[config.mk]
export PLATFORM = sky130hd
export DESIGN_NAME = ext_mem_arbiter
export DESIGN_NICKNAME = d
export VERILOG_FILES = /design/src/rtl/ext_mem_arbiter.sv
export SDC_FILE = /design/constraint.sdc
export NUM_CORES = 1
export LEC_CHECK = 0
export ABC_AREA = 1
export CAP_MARGIN = 10
export CORE_AREA = 2 2 116 118
export DETAILED_ROUTE_END_ITERATION = 8
export DIE_AREA = 0 0 118 120
export PLACE_DENSITY = 0.87
export SLEW_MARGIN = 10
export SYNTH_ARGS = -nofsm -noshare
export SYNTH_HDL_FRONTEND = slang
export SYNTH_SLANG_ARGS = --single-unit
export TNS_END_PERCENT = 5
[constraint.sdc]
create_clock -name clk -period 2.2 [get_ports clk]
set_input_delay 0.22 -clock clk [delete_from_list [all_inputs] [get_ports clk]]
set_output_delay 0.22 -clock clk [all_outputs]
set_load 0.02 [all_outputs]
[src/rtl/ext_mem_arbiter.sv]
// Round-robin arbiter multiplexing NB_CLIENTS request ports onto one single-port external memory.
// Optional bandwidth counters are built when EXT_MEM_BW_COUNT_EN is defined.
module ext_mem_arbiter #(
    parameter int unsigned NB_CLIENTS   = 2,
    parameter int unsigned DATA_WIDTH   = 32,
    parameter int unsigned ADDR_WIDTH   = 20,
    parameter int unsigned READ_LATENCY = 1,
    parameter int unsigned CNT_WIDTH    = 32
) (
    input  logic                             clk,
    input  logic                             arst_n_in,
    input  logic [NB_CLIENTS-1:0]            req_valid,
    output logic [NB_CLIENTS-1:0]            req_ready,
    input  logic [NB_CLIENTS-1:0]            req_write,
    input  logic [NB_CLIENTS*ADDR_WIDTH-1:0] req_addr,
    input  logic [NB_CLIENTS*DATA_WIDTH-1:0] req_wdata,
    output logic [NB_CLIENTS-1:0]            rsp_valid,
    output logic [DATA_WIDTH-1:0]            rsp_rdata,
    output logic                             mem_en,
    output logic                             mem_write_en,
    output logic [ADDR_WIDTH-1:0]            mem_addr,
    output logic [DATA_WIDTH-1:0]            mem_din,
    input  logic [DATA_WIDTH-1:0]            mem_qout,
    input  logic                             bw_clear,
    output logic [CNT_WIDTH-1:0]             bw_read_words,
    output logic [CNT_WIDTH-1:0]             bw_write_words
);

    localparam int unsigned IdxW = (NB_CLIENTS > 1) ? $clog2(NB_CLIENTS) : 1;

    logic [IdxW-1:0]       ptr_q, ptr_d, gnt_idx;
    logic                  gnt_any;
    logic [NB_CLIENTS-1:0] grant;
    logic                  sel_write;
    logic [ADDR_WIDTH-1:0] sel_addr;
    logic [DATA_WIDTH-1:0] sel_wdata;

    logic                  mem_en_q, mem_write_en_q;
    logic [ADDR_WIDTH-1:0] mem_addr_q;
    logic [DATA_WIDTH-1:0] mem_din_q;

    logic [READ_LATENCY:0] vld_q;
    logic [IdxW-1:0]       tag_q [READ_LATENCY+1];
    logic [DATA_WIDTH-1:0] rdata_q;

    // Two passes: clients at or above the pointer first, then the wrap-around.
    always_comb begin
        grant   = '0;
        gnt_idx = '0;
        gnt_any = 1'b0;
        for (int unsigned i = 0; i < NB_CLIENTS; i++) begin
            if (!gnt_any && req_valid[i] && (i >= 32'(ptr_q))) begin
                gnt_any  = 1'b1;
                grant[i] = 1'b1;
                gnt_idx  = IdxW'(i);
            end
        end
        for (int unsigned i = 0; i < NB_CLIENTS; i++) begin
            if (!gnt_any && req_valid[i]) begin
                gnt_any  = 1'b1;
                grant[i] = 1'b1;
                gnt_idx  = IdxW'(i);
            end
        end
    end

    always_comb begin
        ptr_d = ptr_q;
        if (gnt_any) begin
            ptr_d = (gnt_idx == IdxW'(NB_CLIENTS - 1)) ? '0 : gnt_idx + 1'b1;
        end
    end

    always_comb begin
        sel_write = 1'b0;
        sel_addr  = '0;
        sel_wdata = '0;
        for (int unsigned i = 0; i < NB_CLIENTS; i++) begin
            if (grant[i]) begin
                sel_write = req_write[i];
                sel_addr  = req_addr[i*ADDR_WIDTH +: ADDR_WIDTH];
                sel_wdata = req_wdata[i*DATA_WIDTH +: DATA_WIDTH];
            end
        end
    end

    // Gating with the reset keeps req_ready low while the block is held in reset.
    assign req_ready = grant & {NB_CLIENTS{arst_n_in}};

    always_ff @(posedge clk or negedge arst_n_in) begin
        if (!arst_n_in) begin
            ptr_q          <= '0;
            mem_en_q       <= 1'b0;
            mem_write_en_q <= 1'b0;
            mem_addr_q     <= '0;
            mem_din_q      <= '0;
            vld_q          <= '0;
            rdata_q        <= '0;
            for (int unsigned i = 0; i <= READ_LATENCY; i++) begin
                tag_q[i] <= '0;
            end
        end else begin
            ptr_q          <= ptr_d;
            mem_en_q       <= gnt_any;
            mem_write_en_q <= gnt_any & sel_write;
            if (gnt_any) begin
                mem_addr_q <= sel_addr;
                mem_din_q  <= sel_wdata;
            end
            vld_q    <= {vld_q[READ_LATENCY-1:0], gnt_any & ~sel_write};
            tag_q[0] <= gnt_idx;
            for (int unsigned i = 1; i <= READ_LATENCY; i++) begin
                tag_q[i] <= tag_q[i-1];
            end
            if (vld_q[READ_LATENCY]) begin
                rdata_q <= mem_qout;
            end
        end
    end

    assign mem_en       = mem_en_q;
    assign mem_write_en = mem_write_en_q;
    assign mem_addr     = mem_addr_q;
    assign mem_din      = mem_din_q;

    always_comb begin
        rsp_valid = '0;
        for (int unsigned i = 0; i < NB_CLIENTS; i++) begin
            rsp_valid[i] = vld_q[READ_LATENCY] && (tag_q[READ_LATENCY] == IdxW'(i));
        end
    end

    assign rsp_rdata = vld_q[READ_LATENCY] ? mem_qout : rdata_q;

`ifdef EXT_MEM_BW_COUNT_EN
    logic                 rd_hit, wr_hit;
    logic [CNT_WIDTH-1:0] rd_cnt_q, rd_cnt_d, wr_cnt_q, wr_cnt_d;

    assign rd_hit = mem_en_q & ~mem_write_en_q;
    assign wr_hit = mem_en_q & mem_write_en_q;

    // Clear still counts an access on the port in the same cycle; counts saturate.
    always_comb begin
        rd_cnt_d = rd_cnt_q;
        wr_cnt_d = wr_cnt_q;
        if (bw_clear) begin
            rd_cnt_d = CNT_WIDTH'(rd_hit);
            wr_cnt_d = CNT_WIDTH'(wr_hit);
        end else begin
            if (rd_hit && (rd_cnt_q != '1)) rd_cnt_d = rd_cnt_q + 1'b1;
            if (wr_hit && (wr_cnt_q != '1)) wr_cnt_d = wr_cnt_q + 1'b1;
        end
    end

    always_ff @(posedge clk or negedge arst_n_in) begin
        if (!arst_n_in) begin
            rd_cnt_q <= '0;
            wr_cnt_q <= '0;
        end else begin
            rd_cnt_q <= rd_cnt_d;
            wr_cnt_q <= wr_cnt_d;
        end
    end

    assign bw_read_words  = rd_cnt_q;
    assign bw_write_words = wr_cnt_q;
`else
    logic unused_bw_clear;
    assign unused_bw_clear = bw_clear;
    assign bw_read_words   = '0;
    assign bw_write_words  = '0;
`endif

endmodule

==> flow_metrics.tcl <==
set metrics [dict create \
    status "finished, final reports clean" \
    track_usage 0.188 \
    ys_types 14 \
    final-setup-viol-count 0 \
    antenna_found_initial 0 \
    synth_area_leader_cell "dfrtp_1" \
    timing.hold.ws_ps 199 \
    clock_tree.root_cell "clkbuf_16" \
    fin_crit_sh 0.949 \
    crit_type "flip-flop to output pin" \
    tightest_slew_ps 694 \
    synth_warnings 0 \
    path_depth 5 \
    final_antenna_net_count 0 \
    finalHoldViolations 0 \
    cap_violations 0 \
    cpMostUsedCell "nand2_1" \
    r2r_slack_ps 760 \
    r2r_start "ptr_q" \
    slowest_delay_ps 610 \
    start_util 0.340 \
    critPathLaunchType "flip-flop" \
    clk_transition_reported_paths_ps 70 \
    syn2layout_area_growth_pct 56.6 \
    report.final.slew_viol_count 0 \
    r2r_end "vld_q[0]" \
    crit_path_start "vld_q[1]" \
    pre_cts_slack_ps 367 \
    cts_tree "done" \
    max_freq_ghz 0.479 \
    cp_slowest_cell "clkdlybuf4s50_1" \
    via_per_inst 4.56 \
    endpoint "rsp_rdata[0]" \
    relSlewSlack 0.537 \
    port_buffers 231 \
    core_area_sq_um 13000 \
    min_period_ps 2090 \
    post-cts-setup-buffer-count 0 \
    h-tree-depth 3 \
    gr-total-overflow 0 \
    synth_area_leaders "dfrtp_1 52%, nand3_1 18%, nand2_1 13%" \
    gp_congestion 0.744 \
    die_w_microns 118 \
    fillers 1176 \
    yosysSeqAreaShare 0.516 \
    antenna_cells 0 \
    postSynthAreaPerCell_sq_um 8.58 \
    cp.required_ps 1980 \
    worstRegToRegCells 6 \
    worstPathCellList "inv_2 -> buf_12 -> nand2_1 -> nand2_1 -> clkdlybuf4s50_1" \
    grt_max_degree 55 \
    fin_skew_ps 11.0 \
    wl_per_cell_microns 14.4 \
    cp.arrival_ps 1870 \
    cts_sinks 91 \
    fin_ws_ps 113 \
    routed_wl_mm 13.1 \
    crit_family "buffers and inverters" \
    synth_top_area_frac 0.516 \
    numCtsBuffers 9 \
    placementRows 42 \
    rsz0062_at_grt "false" \
    grt_pass1_vias 4126 \
    leakage_nw 3.20 \
    vdd_drop_max_uv 347 \
    via_count 4162 \
    ctsLongestPathBuffers 2 \
    num_io_pins 297 \
    detailed_place_hpwl_mm 9.22 \
    drc 0 \
    drive_above_1_share 0.0421 \
    clk_latency_ps 340 \
    grt_pass1_wl_mm 21.0 \
    synth_area_sq_um 4410 \
    cp-end-kind "output pin" \
    floorplan.die_area_sq_um 14200 \
    drt-initial-drc-count 218 \
    die_y_microns 120 \
    netlist_instances 514 \
    worstHoldPathType "primary input to flip-flop" \
    synth-seq-cells 91 \
    crit_buf_inv 3 \
    first_pass_iters 4 \
    power_density_nw_per_um2 741 \
    tns_ps 0 \
    fin_nets 876 \
    crit_fanout 26 \
]
## flip-flops by register name (all words and copies together) (netlist names)
name          flops
mem_write_en      1
ptr_q             1
mem_addr         20
vld_q             2
mem_din          32
tag_q             2
rdata_q          32
mem_en            1
## Yosys cell counts
cell      count
conb_1        1
nor2_1        4
o21ai_0       1
dfrtp_1      91
nand2_4       2
nand3_1     158
inv_2         1
nand2_1     152
buf_2        25
inv_1         5
nor2_4        1
buf_6         6
clkbuf_1      1
buf_4        66
## worst min-delay path: cells and delay by family
| kind | cells | cell delay [ps] |
|---|---|---|
| compound gates | 1 | 60 |
| buf+inv | 1 | 140 |
| simple gates | 1 | 80 |
## placed cells by master, fill, tap and decap left out, types with 2 or more instances in the layout
master,n
buf_12,2
buf_2,2
buf_4,9
bufinv_16,2
clkbuf_1,3
clkbuf_16,9
clkdlybuf4s50_1,228
conb_1,64
dfrtp_1,91
inv_1,4
inv_2,2
nand2_1,152
nand2_4,2
nand3_1,158
nor2_1,4
## worst min path at each step
stage          cells after the start    startpoint  slack, ps            to
3_3_place_gp                       2     arst_n_in        310  mem_addr[11]
4_1_cts                            3  req_valid[1]        180      tag_q[1]
6_report                           3  req_valid[0]        200         ptr_q
5_1_grt                            3  req_valid[0]        210         ptr_q
2_1_floorplan                      0     arst_n_in        -80   mem_addr[0]
3_5_place_dp                       2     arst_n_in        320  mem_addr[11]
## layer usage
layer	vias to the layer above	global-route usage	wire length (microns)	share of wire
met5	-	0	0	0
met4	0	0.0986	461	0.035
met3	33	0.0580	1150	0.088
met2	213	0.305	6330	0.48
met1	1933	0.225	5180	0.39
li1	1983	-	-	-
## final cells by class
type / instances / area [sq um] / share of cell area
well taps: 176 / 220 / 0.0319
inverters: 6 / 22.5 / 0.00326
multi-input cells: 382 / 1660 / 0.240
clock buffers: 13 / 250 / 0.0362
flip-flops and latches: 91 / 2280 / 0.330
clock inverters: 2 / 60.1 / 0.00870
repair buffers: 243 / 2420 / 0.351
## through the flow
step	area, sq um	cells	util	power (mW)
after detailed placement	6580	897	0.507	3.51
after global routing	6910	913	0.532	5.38
after global placement	6580	897	0.507	3.48
after floorplan	4650	577	-	2.79
after CTS	6900	913	0.532	5.19
final	6910	913	0.532	5.12
## cell families (layout without fill, tap and decap cells)
group | after synthesis | in the layout | share of synthesized area
buffers and inverters | 104 | 264 | 0.162
flip-flops | 91 | 91 | 0.516
other | 1 | 64 | 0.000850
AO/OA/AOI/OAI | 1 | 1 | 0.00113
AND/OR/NAND/NOR | 317 | 317 | 0.320
## timing repair
action,in CTS,in global routing
gates resized for setup,1,1
pin swaps,0,0
setup endpoints to repair,2,3
hold buffers,1,0
endpoints found under the hold margin,37,0
## where the power goes
| part | internal [mW] | switching, mW | total [mW] | leakage [nW] |
|---|---|---|---|---|
| sequential | 1.88 | 0.0943 | 1.97 | 1.10 |
| clock | 1.02 | 0.619 | 1.64 | 0.150 |
| combinational | 0.698 | 0.803 | 1.50 | 1.95 |
(Power assumes the default switching activity.)
